`src/rtl/fwd_hazard_unit.sv`:
```
// Forwarding and hazard unit between the ID and EX stages.
// It produces per-operand EX forwarding selects and sequences load-use stalls.
// It also provides an interlock-only mode and keeps a saturating count of
// stalled cycles.
module fwd_hazard_unit #(
  parameter int ADDR_W     = 5,
  parameter int NUM_SRC    = 2,
  parameter int NUM_FWD    = 2,
  parameter int LOAD_STALL = 1,
  parameter int CNT_W      = 32,
  localparam int SEL_W     = $clog2(NUM_FWD + 1)
) (
  input  logic                       clk_i,
  input  logic                       rst_i,
  input  logic                       fwd_en_i,
  input  logic                       clr_i,
  input  logic                       id_valid_i,
  input  logic [NUM_SRC*ADDR_W-1:0]  id_src_addr_i,
  input  logic [NUM_SRC-1:0]         id_src_valid_i,
  input  logic [ADDR_W-1:0]          idex_rd_i,
  input  logic                       idex_regwrite_i,
  input  logic                       idex_memread_i,
  input  logic [NUM_SRC*ADDR_W-1:0]  ex_src_addr_i,
  input  logic [NUM_FWD*ADDR_W-1:0]  fwd_rd_i,
  input  logic [NUM_FWD-1:0]         fwd_regwrite_i,
  output logic [NUM_SRC*SEL_W-1:0]   fwd_sel_o,
  output logic                       stall_o,
  output logic                       flush_o,
  output logic [CNT_W-1:0]           stall_cnt_o
);

  typedef enum logic {
    S_IDLE,
    S_LDSTALL
  } state_t;

  // Extra bubbles beyond the first one. The first bubble is taken in IDLE.
  localparam bit         MULTI_STALL = (LOAD_STALL > 1);
  localparam logic [3:0] BUB_INIT    = MULTI_STALL ? 4'(LOAD_STALL - 2) : 4'd0;

  state_t             state_q, state_d;
  logic [3:0]         bub_q, bub_d;
  logic               stall_raw;
  logic               load_use_hit;
  logic               interlock_hit;
  logic               idex_writes;
  logic [ADDR_W-1:0]  id_addr;
  logic [ADDR_W-1:0]  ex_addr;
  logic [ADDR_W-1:0]  stage_rd;

  // Forwarding selects. The loop scans from the oldest stage to the youngest,
  // so the youngest matching stage is written last and wins.
  always_comb begin
    // NOTE: every signal written in a combinational block gets a default
    // first. Otherwise a path that skips the assignment infers a latch.
    fwd_sel_o = '0;
    ex_addr   = '0;
    stage_rd  = '0;
    if (fwd_en_i) begin
      for (int j = 0; j < NUM_SRC; j++) begin
        ex_addr = ex_src_addr_i[j*ADDR_W +: ADDR_W];
        for (int k = NUM_FWD - 1; k >= 0; k--) begin
          stage_rd = fwd_rd_i[k*ADDR_W +: ADDR_W];
          if (fwd_regwrite_i[k] && (stage_rd != '0) && (stage_rd == ex_addr))
            fwd_sel_o[j*SEL_W +: SEL_W] = SEL_W'(k + 1);
        end
      end
    end
  end

  // Hazard detection on the ID-stage operands: load-use and interlock.
  always_comb begin
    load_use_hit  = 1'b0;
    interlock_hit = 1'b0;
    id_addr       = '0;
    idex_writes   = idex_regwrite_i && (idex_rd_i != '0);
    for (int j = 0; j < NUM_SRC; j++) begin
      id_addr = id_src_addr_i[j*ADDR_W +: ADDR_W];
      if (id_src_valid_i[j]) begin
        if (idex_writes && (id_addr == idex_rd_i)) begin
          interlock_hit = 1'b1;
          if (idex_memread_i)
            load_use_hit = 1'b1;
        end
        for (int k = 0; k < NUM_FWD; k++) begin
          if (fwd_regwrite_i[k] && (fwd_rd_i[k*ADDR_W +: ADDR_W] != '0) &&
              (fwd_rd_i[k*ADDR_W +: ADDR_W] == id_addr))
            interlock_hit = 1'b1;
        end
      end
    end
    load_use_hit  = load_use_hit && id_valid_i;
    interlock_hit = interlock_hit && id_valid_i && !fwd_en_i;
  end

  // Stall FSM next-state and stall decode. Once LDSTALL is entered it runs
  // to completion, whatever the mode input does.
  always_comb begin
    state_d   = state_q;
    bub_d     = bub_q;
    stall_raw = 1'b0;
    unique case (state_q)
      S_IDLE: begin
        if (fwd_en_i) begin
          if (load_use_hit) begin
            stall_raw = 1'b1;
            if (MULTI_STALL) begin
              state_d = S_LDSTALL;
              bub_d   = BUB_INIT;
            end
          end
        end else begin
          stall_raw = interlock_hit;
        end
      end
      S_LDSTALL: begin
        stall_raw = 1'b1;
        if (bub_q == 4'd0)
          state_d = S_IDLE;
        else
          bub_d = bub_q - 4'd1;
      end
      default: state_d = S_IDLE;
    endcase
  end

  // Stall and flush are held low for the whole time reset is asserted.
  assign stall_o = rst_i && stall_raw;
  assign flush_o = stall_o;

  // FSM state and bubble counter registers.
  always_ff @(posedge clk_i or negedge rst_i) begin
    // NOTE: clocked state uses non-blocking assignments only. Every register
    // then samples the values from before the edge, whatever order the
    // statements are in.
    if (!rst_i) begin
      state_q <= S_IDLE;
      bub_q   <= 4'd0;
    end else begin
      state_q <= state_d;
      bub_q   <= bub_d;
    end
  end

  // Saturating count of stalled cycles. Clear beats increment.
  always_ff @(posedge clk_i or negedge rst_i) begin
    if (!rst_i)
      stall_cnt_o <= '0;
    else if (clr_i)
      stall_cnt_o <= '0;
    else if (stall_raw && (stall_cnt_o != '1))
      stall_cnt_o <= stall_cnt_o + 1'b1;
  end

endmodule

```
`config.mk`:
```
export PLATFORM = sky130hd
export DESIGN_NAME = fwd_hazard_unit
export DESIGN_NICKNAME = d
export VERILOG_FILES = /design/src/rtl/fwd_hazard_unit.sv
export SDC_FILE = /design/constraint.sdc
export NUM_CORES = 1
export LEC_CHECK = 0
export CAP_MARGIN = 5
export CELL_PAD_IN_SITES_DETAIL_PLACEMENT = 0
export CELL_PAD_IN_SITES_GLOBAL_PLACEMENT = 1
export CORE_MARGIN = 3
export CORE_UTILIZATION = 39
export CTS_BUF_LIST = sky130_fd_sc_hd__clkbuf_4
export DETAILED_ROUTE_END_ITERATION = 10
export PLACE_DENSITY = 0.95
export SYNTH_ARGS = -nofsm -noshare
export SYNTH_HDL_FRONTEND = slang
export SYNTH_SLANG_ARGS = --single-unit
```
`constraint.sdc`:
```
create_clock -name clk_i -period 4.61 [get_ports clk_i]
set_input_delay 0.6915 -clock clk_i [delete_from_list [all_inputs] [get_ports clk_i]]
set_output_delay 0.6915 -clock clk_i [all_outputs]
set_load 0.02 [all_outputs]
```
# --- After elaboration in Yosys (flattened, before gate mapping) ---
# Index checks and enable logic that the tools add are counted.
# W data, S select, Z words.
totals:
  out_inout_bits: 38
  ff_bits: 37
classes:
  mux: 26
  bitwise_logic: 2
  eq_ne: 11
  n_reduce_logical: 25
  add_sub_neg: 2
ops:
  columns: ["cell", "count"]
  rows:
  - ["$mux W32", 2]
  - ["$eq A5 B5 Y1", 10]
  - ["$add A32 B1 Y32 const B", 1]
  - ["$ne A32 B32 Y1 const B", 1]
  - ["$logic_and A1 B1 Y1", 18]
  - ["$mux W1", 18]
  - ["$reduce_bool A5 Y1", 3]
  - ["$mux W2", 4]
  - ["$logic_not A4 Y1", 1]
  - ["$mux W4", 1]
  - ["$sub A4 B1 Y4 const B", 1]
  - ["$not A1 Y1", 2]
  - ["$pmux W1 S2", 1]
  - ["$reduce_and A2 Y1", 1]
  - ["$reduce_bool A2 Y1", 1]
  - ["$logic_not A1 Y1", 1]

# --- Depth between registers and ports, before layout ---
# Gate-level depths: netlist (run 1).
logic_depth:
  word_depth: 18
  depth_mapped: 11
  ltp_nobuf: 9

# --- Worst setup path before layout (run 1) ---
# No wires, ideal clock.
synth_timing:
  path_kind: "in2out"
  from: "input port fwd_rd_i[0]"
  to: "output port stall_o"
  n_path_buf: 2
  path_stages: 9
  setup_slack_ps: 1571
  arrival_ps: 2347
  cell_sequence: "buf_2 xor2_1 nor4_2 a32oi_1 o32a_1 nand2_1 a21oi_1 nor2b_1 buf_4"
synth_between:
  elab_chain_len: 15
  word_cells_on_any_way: 18
  cone_classes: "2 x eq/ne; 9 x mux; 7 x reduce/logical"
synth_lines:
  columns: ["element", "line", "rtl"]
  rows:
  - ["start: declaration", "24", "input logic [NUM_FWD*ADDR_W-1:0] fwd_rd_i,"]
  - ["$reduce_bool A5 Y1", "86", "if (fwd_regwrite_i[k] && (fwd_rd_i[k*ADDR_W +: ADDR_W] != '0) &&"]
  - ["$logic_and A1 B1 Y1 (2 in series)", "86", null]
  - ["$mux W1 (2 in series)", "86", null]
  - ["$mux W1", "79", "if (id_src_valid_i[j]) begin"]
  - ["$mux W1", "80", "if (idex_writes && (id_addr == idex_rd_i)) begin"]
  - ["$mux W1 (2 in series)", "86", null]
  - ["$mux W1 (*)", "79", null]
  - ["$logic_and A1 B1 Y1 (*) (2 in series)", "93", "interlock_hit = interlock_hit && id_valid_i && !fwd_en_i;"]
  - ["$mux W1 (*)", "104", "if (fwd_en_i) begin"]
  - ["$pmux W1 S2 (*)", "102", "unique case (state_q)"]
  - ["$logic_and A1 B1 Y1 (*)", "128", "assign stall_o = rst_i && stall_raw;"]
  - ["end: declaration", "27", "output logic stall_o,"]
# Every way passes the cells marked *; elsewhere a longest branch is shown, timed or not.

# --- Worst setup path after layout (run 1) ---
layout_timing:
  from: "input port fwd_rd_i[3]"
  to: "output port flush_o"
layout_between:
  elab_chain_len: 15
  word_cells_on_any_way: 18
  cone_classes: "2 x eq/ne; 9 x mux; 7 x reduce/logical"
layout_lines:
  columns: ["element", "line", "rtl"]
  rows:
  - ["$reduce_bool A5 Y1", "86", null]
  - ["$logic_and A1 B1 Y1 (2 in series)", "86", null]
  - ["$mux W1 (2 in series)", "86", null]
  - ["$mux W1", "79", null]
  - ["$mux W1", "80", null]
  - ["$mux W1 (2 in series)", "86", null]
  - ["$mux W1 (*)", "79", null]
  - ["$logic_and A1 B1 Y1 (*) (2 in series)", "93", null]
  - ["$mux W1 (*)", "104", null]
  - ["$pmux W1 S2 (*)", "102", null]
  - ["$logic_and A1 B1 Y1 (*)", "128", null]
  - ["end: declaration", "28", "output logic flush_o,"]
# Marks and branches as above.

==> flow_metrics.py, run 1 <==
metrics = {
    "run_status": {
        "status": "finished, final reports clean",
    },
    "sta": {
        "maxSlewHeadroom_pct": 21.0,
        "setup_viol": 0,
        "rsz0062_at_grt": "no",
        "worst_slew_pin_slew_ns": 1.18,
        "fin_tns_setup_ns": 0,
        "maxSlewViolCount": 0,
        "clock_skew_ns": 0.0238,
        "finalHoldViolCount": 0,
        "finalCriticalPeriod_ns": 3.85,
        "timing.fmax_mhz": 260,
        "fin_crit_sh_pct": 83.6,
    },
    "floorplan": {
        "ios": 84,
        "start_util_pct": 40.5,
        "die_area_um2": 8190,
        "rows": 30,
        "core_area_um2": 6870,
        "die_h_um": 90.5,
        "die_x_um": 90.5,
    },
    "cts": {
        "cts-buffers-inserted": 5,
        "cts_hold_buf": 0,
        "clk_pin_slew_ns": 0.13,
        "post_cts_buffers": 0,
        "post_cts_resize_count": 0,
        "htreeDepth": 2,
        "clock-root-buffer": "clkbuf_4",
        "clock_latency_ns": 0.35,
        "clock_sinks": 37,
        "cts_tree": "yes",
        "clockBufferDepth": 2,
    },
    "placement": {
        "gp_congestion": 0.891,
        "dp_hpwl_um": 5600,
        "port_buffers": 83,
        "dpl.cell_count": 472,
    },
    "route": {
        "vias_per_cell": 5.47,
        "num_vias": 2622,
        "drc": 0,
        "drtPass1Iterations": 4,
        "wl_met3_um": 484,
        "highest_layer": "met4",
        "ant_nets": 0,
        "wl_met2_um": 3620,
        "wl_per_cell_um": 16.1,
        "finalWirelength_um": 7690,
        "met1_length_um": 3520,
        "drt_iter0_drc": 162,
    },
    "critical_path": {
        "rr_worst_depth": 9,
        "r2r_setup_slack_ns": 1.60,
        "regToRegEndpoint": "stall_cnt_o[11]$_DFFE_PN0P_",
        "arrival_ns": 3.16,
        "crit_path_max_incr_delay_ns": 0.63,
        "crit_chain": "clkdlybuf4s50_1 > xor2_1 > nor4_2 > a32oi_1 > o32a_1 > nand2_1 > a21oi_1 > nor2b_1 > clkdlybuf4s50_1",
        "worstPathMaxFanout": 5,
        "r2r-start": "stall_cnt_o[0]$_DFFE_PN0P_",
        "cp-start-kind": "input pin",
        "cp.required_ns": 3.92,
        "crit_path_top_delay_cell": "clkdlybuf4s50_1",
        "end_kind": "output port",
        "crit_path_frequent_cell": "clkdlybuf4s50_1",
        "critical_path_class": "input pin to output port",
    },
    "layout": {
        "diodes": 0,
        "fillers": 638,
        "drive_above_1_share_pct": 5.74,
        "final_common_cell": "clkdlybuf4s50_1",
        "nets": 431,
        "final_cells": 479,
        "area_delta_synth_final_pct": 32.4,
        "final_cell_mix": "82 x clkdlybuf4s50_1, 37 x dfrtp_1, 35 x xnor2_1",
    },
    "logic_synthesis": {
        "syn-num-nets": 361,
        "synthTopCellsByArea": "dfrtp_1 33%, xnor2_1 11%, xor2_1 8.8%, or4_1 4.3%, a21oi_1 3.4%",
        "synthesis.area_um2": 2780,
        "yosys.area.top_type_share_pct": 33.3,
        "ys_dominant_reg_cell": "dfrtp_1",
        "synthDistinctLibCells": 47,
        "async_flop_share_pct": 100,
        "yosysWarnings": 0,
        "synth-edff-count": 0,
        "synth-seq-cells": 37,
        "ys_seq_area_share_pct": 33.3,
        "synth_area_leader_cell": "dfrtp_1",
        "avgSynthCellArea_um2": 8.89,
        "synthCells": 313,
    },
    "power": {
        "power_frac_comb_pct": 20.0,
        "power.density_nw_per_um2": 169,
        "seqPwrFrac_pct": 52.2,
        "ir_drop_mv": 0.102,
        "swShare_pct": 27.2,
        "p_leak_nw": 1.33,
        "clkPwrFrac_pct": 27.8,
        "p_switching_mw": 0.169,
        "power.internal_mw": 0.453,
    },
    "worst_hold_path": {
        "hold_class": "input pin to asynchronous set/reset pin",
    },
    "grt": {
        "grt_pass1_vias": 2690,
        "grt_pass1_wl_um": 13200,
        "grt_use_total_pct": 19.0,
        "grt_max_degree": 38,
        "overflow": 0,
        "antenna_found_initial": 0,
    },
    "run": {
        "drv_cap": 0,
    },
}
[worst max-delay path, delay by kind of cell]
kind | cells | cell delay, ns
buf+inv | 2 | 1.17
simple gates | 3 | 0.54
xor+xnor | 1 | 0.23
compound gates | 3 | 0.52
[synth_stat cells (2+ instances only)]
cell,instances
or4_1,16
nor3_1,4
nand2_1,17
clkbuf_1,13
and2_1,5
buf_2,2
or3_1,8
nor4_1,7
a32oi_1,2
inv_1,14
and3_1,2
dfrtp_1,37
a41o_1,2
nand4_1,9
o21ai_0,9
o31ai_1,11
buf_1,3
nand3_1,14
xnor2_1,35
nand3b_1,2
nor2b_1,3
o21ai_1,2
buf_4,2
or2_2,2
buf_6,3
ha_1,2
xor2_1,28
nor2_1,14
and4_1,4
a2111oi_2,3
a21oi_1,19
a211oi_1,4
[registers in the layout, summed over array words and instances (netlist names)]
name / cells
stall_cnt_o: 32
bub_q: 4
state_q: 1
[metrics by stage]
step	util [%]	instance area (um2)	setup slack, ns	power (mW)	hold WS (ns)
4_1_cts	53.7	3690	0.731	0.627	0.456
5_1_grt	53.7	3690	0.550	0.652	0.461
3_3_place_gp	52.9	3630	0.799	0.454	0.477
2_1_floorplan	-	2780	1.57	0.390	0.396
6_report	53.7	3690	0.758	0.622	0.418
3_5_place_dp	52.9	3630	0.739	0.454	0.494
[per-layer routing]
metal  GRT usage [%]  vias up
li1                -     1264
met1            25.5     1254
met2            30.9       98
met3            4.50        6
met4            4.72        0
met5               0        -
[power groups by stage]
stage / Clock, mW / Combinational (mW) / Sequential (mW)
after floorplan: 0 / 0.0588 / 0.331
after global placement: 0 / 0.123 / 0.331
after detailed placement: 0 / 0.123 / 0.331
after CTS: 0.178 / 0.125 / 0.325
after global routing: 0.193 / 0.134 / 0.325
final: 0.173 / 0.124 / 0.325
[worst max-delay path by stage]
| stage | to | slack, ns | start |
|---|---|---|---|
| floorplan | stall_o | 1.57 | fwd_rd_i[0] |
| global placement | flush_o | 0.80 | fwd_rd_i[3] |
| detailed placement | flush_o | 0.74 | fwd_rd_i[3] |
| CTS | flush_o | 0.73 | fwd_rd_i[3] |
| global route | flush_o | 0.55 | fwd_rd_i[0] |
| finish | flush_o | 0.76 | fwd_rd_i[3] |
[kinds of logic after synthesis]
family	after synthesis	synth area share, %
multiplexers	2	0.764
adder cells (fa/ha/maj)	2	0.899
buffers and inverters	37	6.16
flip-flops	37	33.3
AND/OR/NAND/NOR	113	23.8
XOR/XNOR	63	19.8
AO/OA/AOI/OAI	59	15.3
[final cells by class]
type | count | area, um2 | share of cell area, %
inverters | 14 | 52.6 | 1.43
flip-flops and latches | 37 | 926 | 25.1
multi-input cells | 239 | 1690 | 45.7
clock inverters | 1 | 8.76 | 0.238
well taps | 96 | 120 | 3.26
clock buffers | 6 | 45.0 | 1.22
repair buffers | 86 | 848 | 23.0
(Power assumes the default switching activity.)
==> run 2, diff against run 1 <==
--- a/config.mk
+++ b/config.mk
@@ -9,10 +9,10 @@
 export CELL_PAD_IN_SITES_DETAIL_PLACEMENT = 0
 export CELL_PAD_IN_SITES_GLOBAL_PLACEMENT = 1
 export CORE_MARGIN = 3
-export CORE_UTILIZATION = 39
+export CORE_UTILIZATION = 33
 export CTS_BUF_LIST = sky130_fd_sc_hd__clkbuf_4
 export DETAILED_ROUTE_END_ITERATION = 10
-export PLACE_DENSITY = 0.95
+export PLACE_DENSITY = 0.89
 export SYNTH_ARGS = -nofsm -noshare
 export SYNTH_HDL_FRONTEND = slang
 export SYNTH_SLANG_ARGS = --single-unit
==> constraint.sdc (replaced) <==
create_clock -name clk_i -period 3.3 [get_ports clk_i]
set_input_delay 0.495 -clock clk_i [delete_from_list [all_inputs] [get_ports clk_i]]
set_output_delay 0.495 -clock clk_i [all_outputs]
set_load 0.02 [all_outputs]
==> flow_metrics.py, run 2 (synthesis results as in run 1) <==
metrics = {
    "sta": {
        "clock_skew_ns": 0.0144,
        "timing.hold.ws_ns": 0.214,
        "timing.fmax_mhz": 311,
        "rsz0062_at_grt": "no",
        "setup_viol": 0,
        "finalHoldViolCount": 0,
        "fin_crit_sh_pct": 97.5,
        "finalCriticalPeriod_ns": 3.22,
        "maxSlewHeadroom_pct": 47.7,
        "maxSlewViolCount": 0,
        "worst_slew_pin_slew_ns": 0.782,
        "setup_slack_ns": 0.0815,
        "fin_tns_setup_ns": 0,
    },
    "run": {
        "drv_cap": 0,
    },
    "placement": {
        "dp_hpwl_um": 6000,
        "port_buffers": 83,
        "place_ws_ns": -0.104,
        "dpl.cell_count": 500,
        "gp_congestion": 0.899,
    },
    "grt": {
        "grt_use_total_pct": 16.7,
        "antenna_found_initial": 0,
        "grt_pass1_wl_um": 13400,
        "grt_pass1_vias": 2687,
        "grt_max_degree": 38,
        "overflow": 0,
    },
    "cts": {
        "htreeDepth": 2,
        "clock-root-buffer": "clkbuf_4",
        "clk_pin_slew_ns": 0.12,
        "clockBufferDepth": 2,
        "clock_latency_ns": 0.35,
        "cts-buffers-inserted": 5,
        "clock_sinks": 37,
        "cts_tree": "yes",
    },
    "floorplan": {
        "die_h_um": 97.9,
        "rows": 32,
        "die_x_um": 97.9,
        "core_area_um2": 7970,
        "start_util_pct": 34.9,
        "ios": 84,
        "die_area_um2": 9570,
    },
    "layout": {
        "final_cell_mix": "78 x clkdlybuf4s50_1, 37 x dfrtp_1, 35 x xnor2_1",
        "drive_above_1_share_pct": 10.9,
        "final_common_cell": "clkdlybuf4s50_1",
        "nets": 453,
        "diodes": 0,
        "reg_top3": "stall_cnt_o: 32 flops, bub_q: 4 flops, state_q: 1 flops",
        "fillers": 762,
        "largest_reg_flops": 32,
        "final_cells": 507,
        "area_delta_synth_final_pct": 39.6,
        "top_register": "stall_cnt_o",
    },
    "critical_path": {
        "worstPathMaxFanout": 4,
        "crit_path_top_delay_cell": "or4_1",
        "critical_path_class": "input pin to output port",
        "crit_path_max_incr_delay_ns": 0.56,
        "cp.required_ns": 2.80,
        "crit_chain": "clkdlybuf4s50_1 > or4_1 > o21ai_1 > buf_4 > nor4_1 > and2_1 > clkdlybuf4s50_1",
        "cp-start-kind": "input pin",
        "crit_path_frequent_cell": "clkdlybuf4s50_1",
        "end_kind": "output port",
        "arrival_ns": 2.72,
    },
    "route": {
        "vias_per_cell": 5.34,
        "drt_iter0_drc": 109,
        "drtPass1Iterations": 4,
        "drc": 0,
        "wl_per_cell_um": 15.5,
        "num_vias": 2706,
        "finalWirelength_um": 7880,
        "ant_nets": 0,
    },
    "run_status": {
        "status": "finished, final reports clean",
    },
    "power": {
        "ir_drop_mv": 0.181,
        "power.total_mw": 0.956,
        "power.density_nw_per_um2": 246,
        "p_leak_nw": 1.46,
    },
    "worst_hold_path": {
        "hold_class": "input pin to asynchronous set/reset pin",
    },
}
run 2: final timing paths:
| path | to | from | cells past startpoint | slack, ns |
|---|---|---|---|---|
| worst max-delay path | fwd_sel_o[0] | fwd_rd_i[1] | 7 | 0.08 |
| worst min-delay path | stall_cnt_o[23]$_DFFE_PN0P_ | rst_i | 2 | 0.21 |
| worst max register to register | stall_cnt_o[11]$_DFFE_PN0P_ | stall_cnt_o[0]$_DFFE_PN0P_ | 9 | 0.41 |
| worst min register to register | bub_q[0]$_DFFE_PN0P_ | bub_q[0]$_DFFE_PN0P_ | 1 | 0.51 |
| max in group asynchronous | stall_cnt_o[3]$_DFFE_PN0P_ | rst_i | 2 | 2.75 |
| min in group clk_i | bub_q[0]$_DFFE_PN0P_ | bub_q[0]$_DFFE_PN0P_ | 1 | 0.51 |
run 2: through the flow:
stage	utilization, %	cell area [um2]
floorplan	-	2780
global placement	47.9	3820
detailed placement	47.9	3820
CTS	48.8	3890
global route	48.8	3890
finish	48.8	3890
run 2: what timing repair did:
action,CTS,global route
hold buffers,0,0
buffers inserted,0,0
endpoints found under the setup margin,4,0
hold endpoints to repair,0,0
resized for setup,4,0
run 2: area by class of cell:
type | count | area (um2) | share of cell area (%)
well taps | 102 | 128 | 3.28
inverters | 14 | 52.6 | 1.35
flip-flops and latches | 37 | 926 | 23.8
clock buffers | 5 | 37.5 | 0.966
repair buffers | 108 | 1020 | 26.3
clock inverters | 2 | 35.0 | 0.901
multi-input cells | 239 | 1690 | 43.4
run 2: report_power, final:
part	total, mW	switching (mW)	internal, mW
clock	0.309	0.155	0.154
sequential	0.454	0.000310	0.453
combinational	0.193	0.0875	0.106
run 2: worst max-delay path: cells and delay by family:
kind	cells	cell delay, ns
buffers and inverters	3	1.23
and+or+nand+nor	3	0.77
AOI/OAI and AO/OA	1	0.23
run 2: layer usage:
layer  GRT usage [%]  vias up  share of wire (%)
li1                -     1312                  -
met1            23.9     1283                 48
met2            25.9      102                 44
met3            3.79        9                6.6
met4            3.30        0               0.94
met5               0        -                  0
==> run 3, diff against run 2 <==
--- a/config.mk
+++ b/config.mk
@@ -9,10 +9,11 @@
 export CELL_PAD_IN_SITES_DETAIL_PLACEMENT = 0
 export CELL_PAD_IN_SITES_GLOBAL_PLACEMENT = 1
 export CORE_MARGIN = 3
-export CORE_UTILIZATION = 33
+export CORE_UTILIZATION = 36
 export CTS_BUF_LIST = sky130_fd_sc_hd__clkbuf_4
 export DETAILED_ROUTE_END_ITERATION = 10
-export PLACE_DENSITY = 0.89
+export GPL_TIMING_DRIVEN = 0
+export PLACE_DENSITY = 0.92
 export SYNTH_ARGS = -nofsm -noshare
 export SYNTH_HDL_FRONTEND = slang
 export SYNTH_SLANG_ARGS = --single-unit
==> constraint.sdc (replaced) <==
create_clock -name clk_i -period 3.4 [get_ports clk_i]
set_input_delay 0.51 -clock clk_i [delete_from_list [all_inputs] [get_ports clk_i]]
set_output_delay 0.51 -clock clk_i [all_outputs]
set_load 0.02 [all_outputs]
==> flow_metrics.py, run 3 (synthesis results as in run 1) <==
metrics = {
    "grt": {
        "antenna_found_initial": 0,
        "grt_pass1_vias": 2529,
        "grt_use_total_pct": 17.2,
        "grt_max_degree": 39,
        "grt_pass1_wl_um": 12400,
        "overflow": 0,
    },
    "sta": {
        "finalCriticalPeriod_ns": 3.25,
        "timing.hold.ws_ns": 0.277,
        "worst_slew_pin_slew_ns": 0.846,
        "finalHoldViolCount": 0,
        "maxSlewViolCount": 0,
        "timing.fmax_mhz": 308,
        "maxSlewHeadroom_pct": 43.6,
        "fin_crit_sh_pct": 95.5,
        "setup_slack_ns": 0.154,
        "clock_skew_ns": 0.00984,
        "setup_viol": 0,
        "rsz0062_at_grt": "no",
    },
    "cts": {
        "cts_hold_buf": 0,
        "post_cts_buffers": 0,
        "htreeDepth": 2,
        "post_cts_resize_count": 2,
        "clock_sinks": 37,
        "clk_pin_slew_ns": 0.10,
        "clock-root-buffer": "clkbuf_4",
        "clockBufferDepth": 2,
        "clock_latency_ns": 0.33,
        "cts-buffers-inserted": 5,
        "cts_tree": "yes",
    },
    "power": {
        "p_leak_nw": 1.33,
        "swShare_pct": 26.6,
        "power.density_nw_per_um2": 224,
        "power.internal_mw": 0.602,
        "clkPwrFrac_pct": 27.0,
        "ir_drop_mv": 0.173,
        "p_switching_mw": 0.218,
        "power_frac_comb_pct": 19.4,
        "seqPwrFrac_pct": 53.7,
    },
    "route": {
        "drc": 0,
        "ant_nets": 0,
        "drt_iter0_drc": 109,
        "num_vias": 2628,
        "wl_per_cell_um": 15.3,
        "vias_per_cell": 5.35,
        "drtPass1Iterations": 4,
        "finalWirelength_um": 7510,
    },
    "critical_path": {
        "worstPathMaxFanout": 3,
        "r2r-start": "stall_cnt_o[0]$_DFFE_PN0P_",
        "cp-start-kind": "input pin",
        "arrival_ns": 2.74,
        "crit_path_top_delay_cell": "clkdlybuf4s50_1",
        "end_kind": "output port",
        "crit_path_max_incr_delay_ns": 0.51,
        "critical_path_class": "input pin to output port",
        "regToRegEndpoint": "stall_cnt_o[1]$_DFFE_PN0P_",
        "rr_worst_depth": 9,
        "r2r_setup_slack_ns": 0.54,
        "cp.required_ns": 2.89,
        "crit_chain": "clkdlybuf4s50_1 > xor2_1 > nor4_2 > a32oi_1 > o32a_1 > nand2_1 > a21oi_1 > nor2b_1 > buf_4 > dlygate4sd2_1",
    },
    "floorplan": {
        "core_area_um2": 7370,
        "die_h_um": 93.9,
        "die_x_um": 93.9,
        "rows": 31,
        "ios": 84,
        "die_area_um2": 8820,
        "start_util_pct": 37.8,
    },
    "layout": {
        "diodes": 0,
        "largest_reg_flops": 32,
        "final_cell_mix": "69 x clkdlybuf4s50_1, 37 x dfrtp_1, 35 x xnor2_1",
        "reg_top3": "stall_cnt_o: 32 flops, bub_q: 4 flops, state_q: 1 flops",
        "final_cells": 491,
        "drive_above_1_share_pct": 6.38,
        "final_common_cell": "clkdlybuf4s50_1",
        "nets": 440,
        "area_delta_synth_final_pct": 31.8,
        "post-route-util_pct": 49.8,
        "top_register": "stall_cnt_o",
        "fillers": 701,
    },
    "placement": {
        "place_ws_ns": -0.123,
        "gp_congestion": 0.864,
        "dp_hpwl_um": 5580,
        "port_buffers": 72,
        "dpl.cell_count": 484,
    },
    "run_status": {
        "status": "finished, final reports clean",
    },
    "worst_hold_path": {
        "hold_class": "input pin to asynchronous set/reset pin",
    },
    "run": {
        "drv_cap": 0,
    },
}
-- run 3: metal layers --
metal	vias to the layer above	share of wire, %	wire length (um)	GRT usage, %
li1	1295	-	-	-
met1	1249	46	3450	23.3
met2	82	47	3500	28.5
met3	2	7.2	539	4.25
met4	0	0.25	19	2.05
met5	-	0	0	0
-- run 3: layout make-up --
| type | count | area (um2) | share of cell area [%] |
|---|---|---|---|
| clock inverters | 1 | 3.75 | 0.102 |
| clock buffers | 6 | 45.0 | 1.23 |
| inverters | 14 | 52.6 | 1.43 |
| well taps | 99 | 124 | 3.38 |
| multi-input cells | 239 | 1690 | 46.0 |
| plain buffers | 23 | 119 | 3.24 |
| repair buffers | 72 | 713 | 19.4 |
| flip-flops and latches | 37 | 926 | 25.2 |
-- run 3: through the flow --
step                power, mW  setup TNS, ns  area, um2
global route            0.864              0       3670
floorplan               0.529              0       2780
detailed placement      0.607         -0.164       3620
finish                  0.820              0       3670
CTS                     0.834              0       3670
global placement        0.607         -0.789       3630
-- run 3: power by group through the flow --
stage	sequential [mW]	combinational [mW]	clock, mW
after floorplan	0.449	0.0797	0
after global placement	0.449	0.158	0
after detailed placement	0.449	0.158	0
after CTS	0.440	0.160	0.234
after global routing	0.441	0.174	0.250
final	0.440	0.159	0.221
-- run 3: worst max-delay path, delay by kind of cell --
kind | cells | cell delay, ns
compound gates | 3 | 0.53
xor+xnor | 1 | 0.20
buf+inv | 3 | 0.96
simple gates | 3 | 0.55
-- run 3: worst max path at each step --
stage,depth (start not counted),slack [ns],end,startpoint
after floorplan,9,0.72,stall_o,fwd_rd_i[0]
after global placement,4,-0.44,stall_o,rst_i
after detailed placement,10,-0.12,stall_o,id_src_addr_i[0]
after CTS,10,0.14,stall_o,id_src_addr_i[0]
after global routing,10,0.05,stall_o,id_src_addr_i[8]
final,10,0.15,stall_o,id_src_addr_i[3]
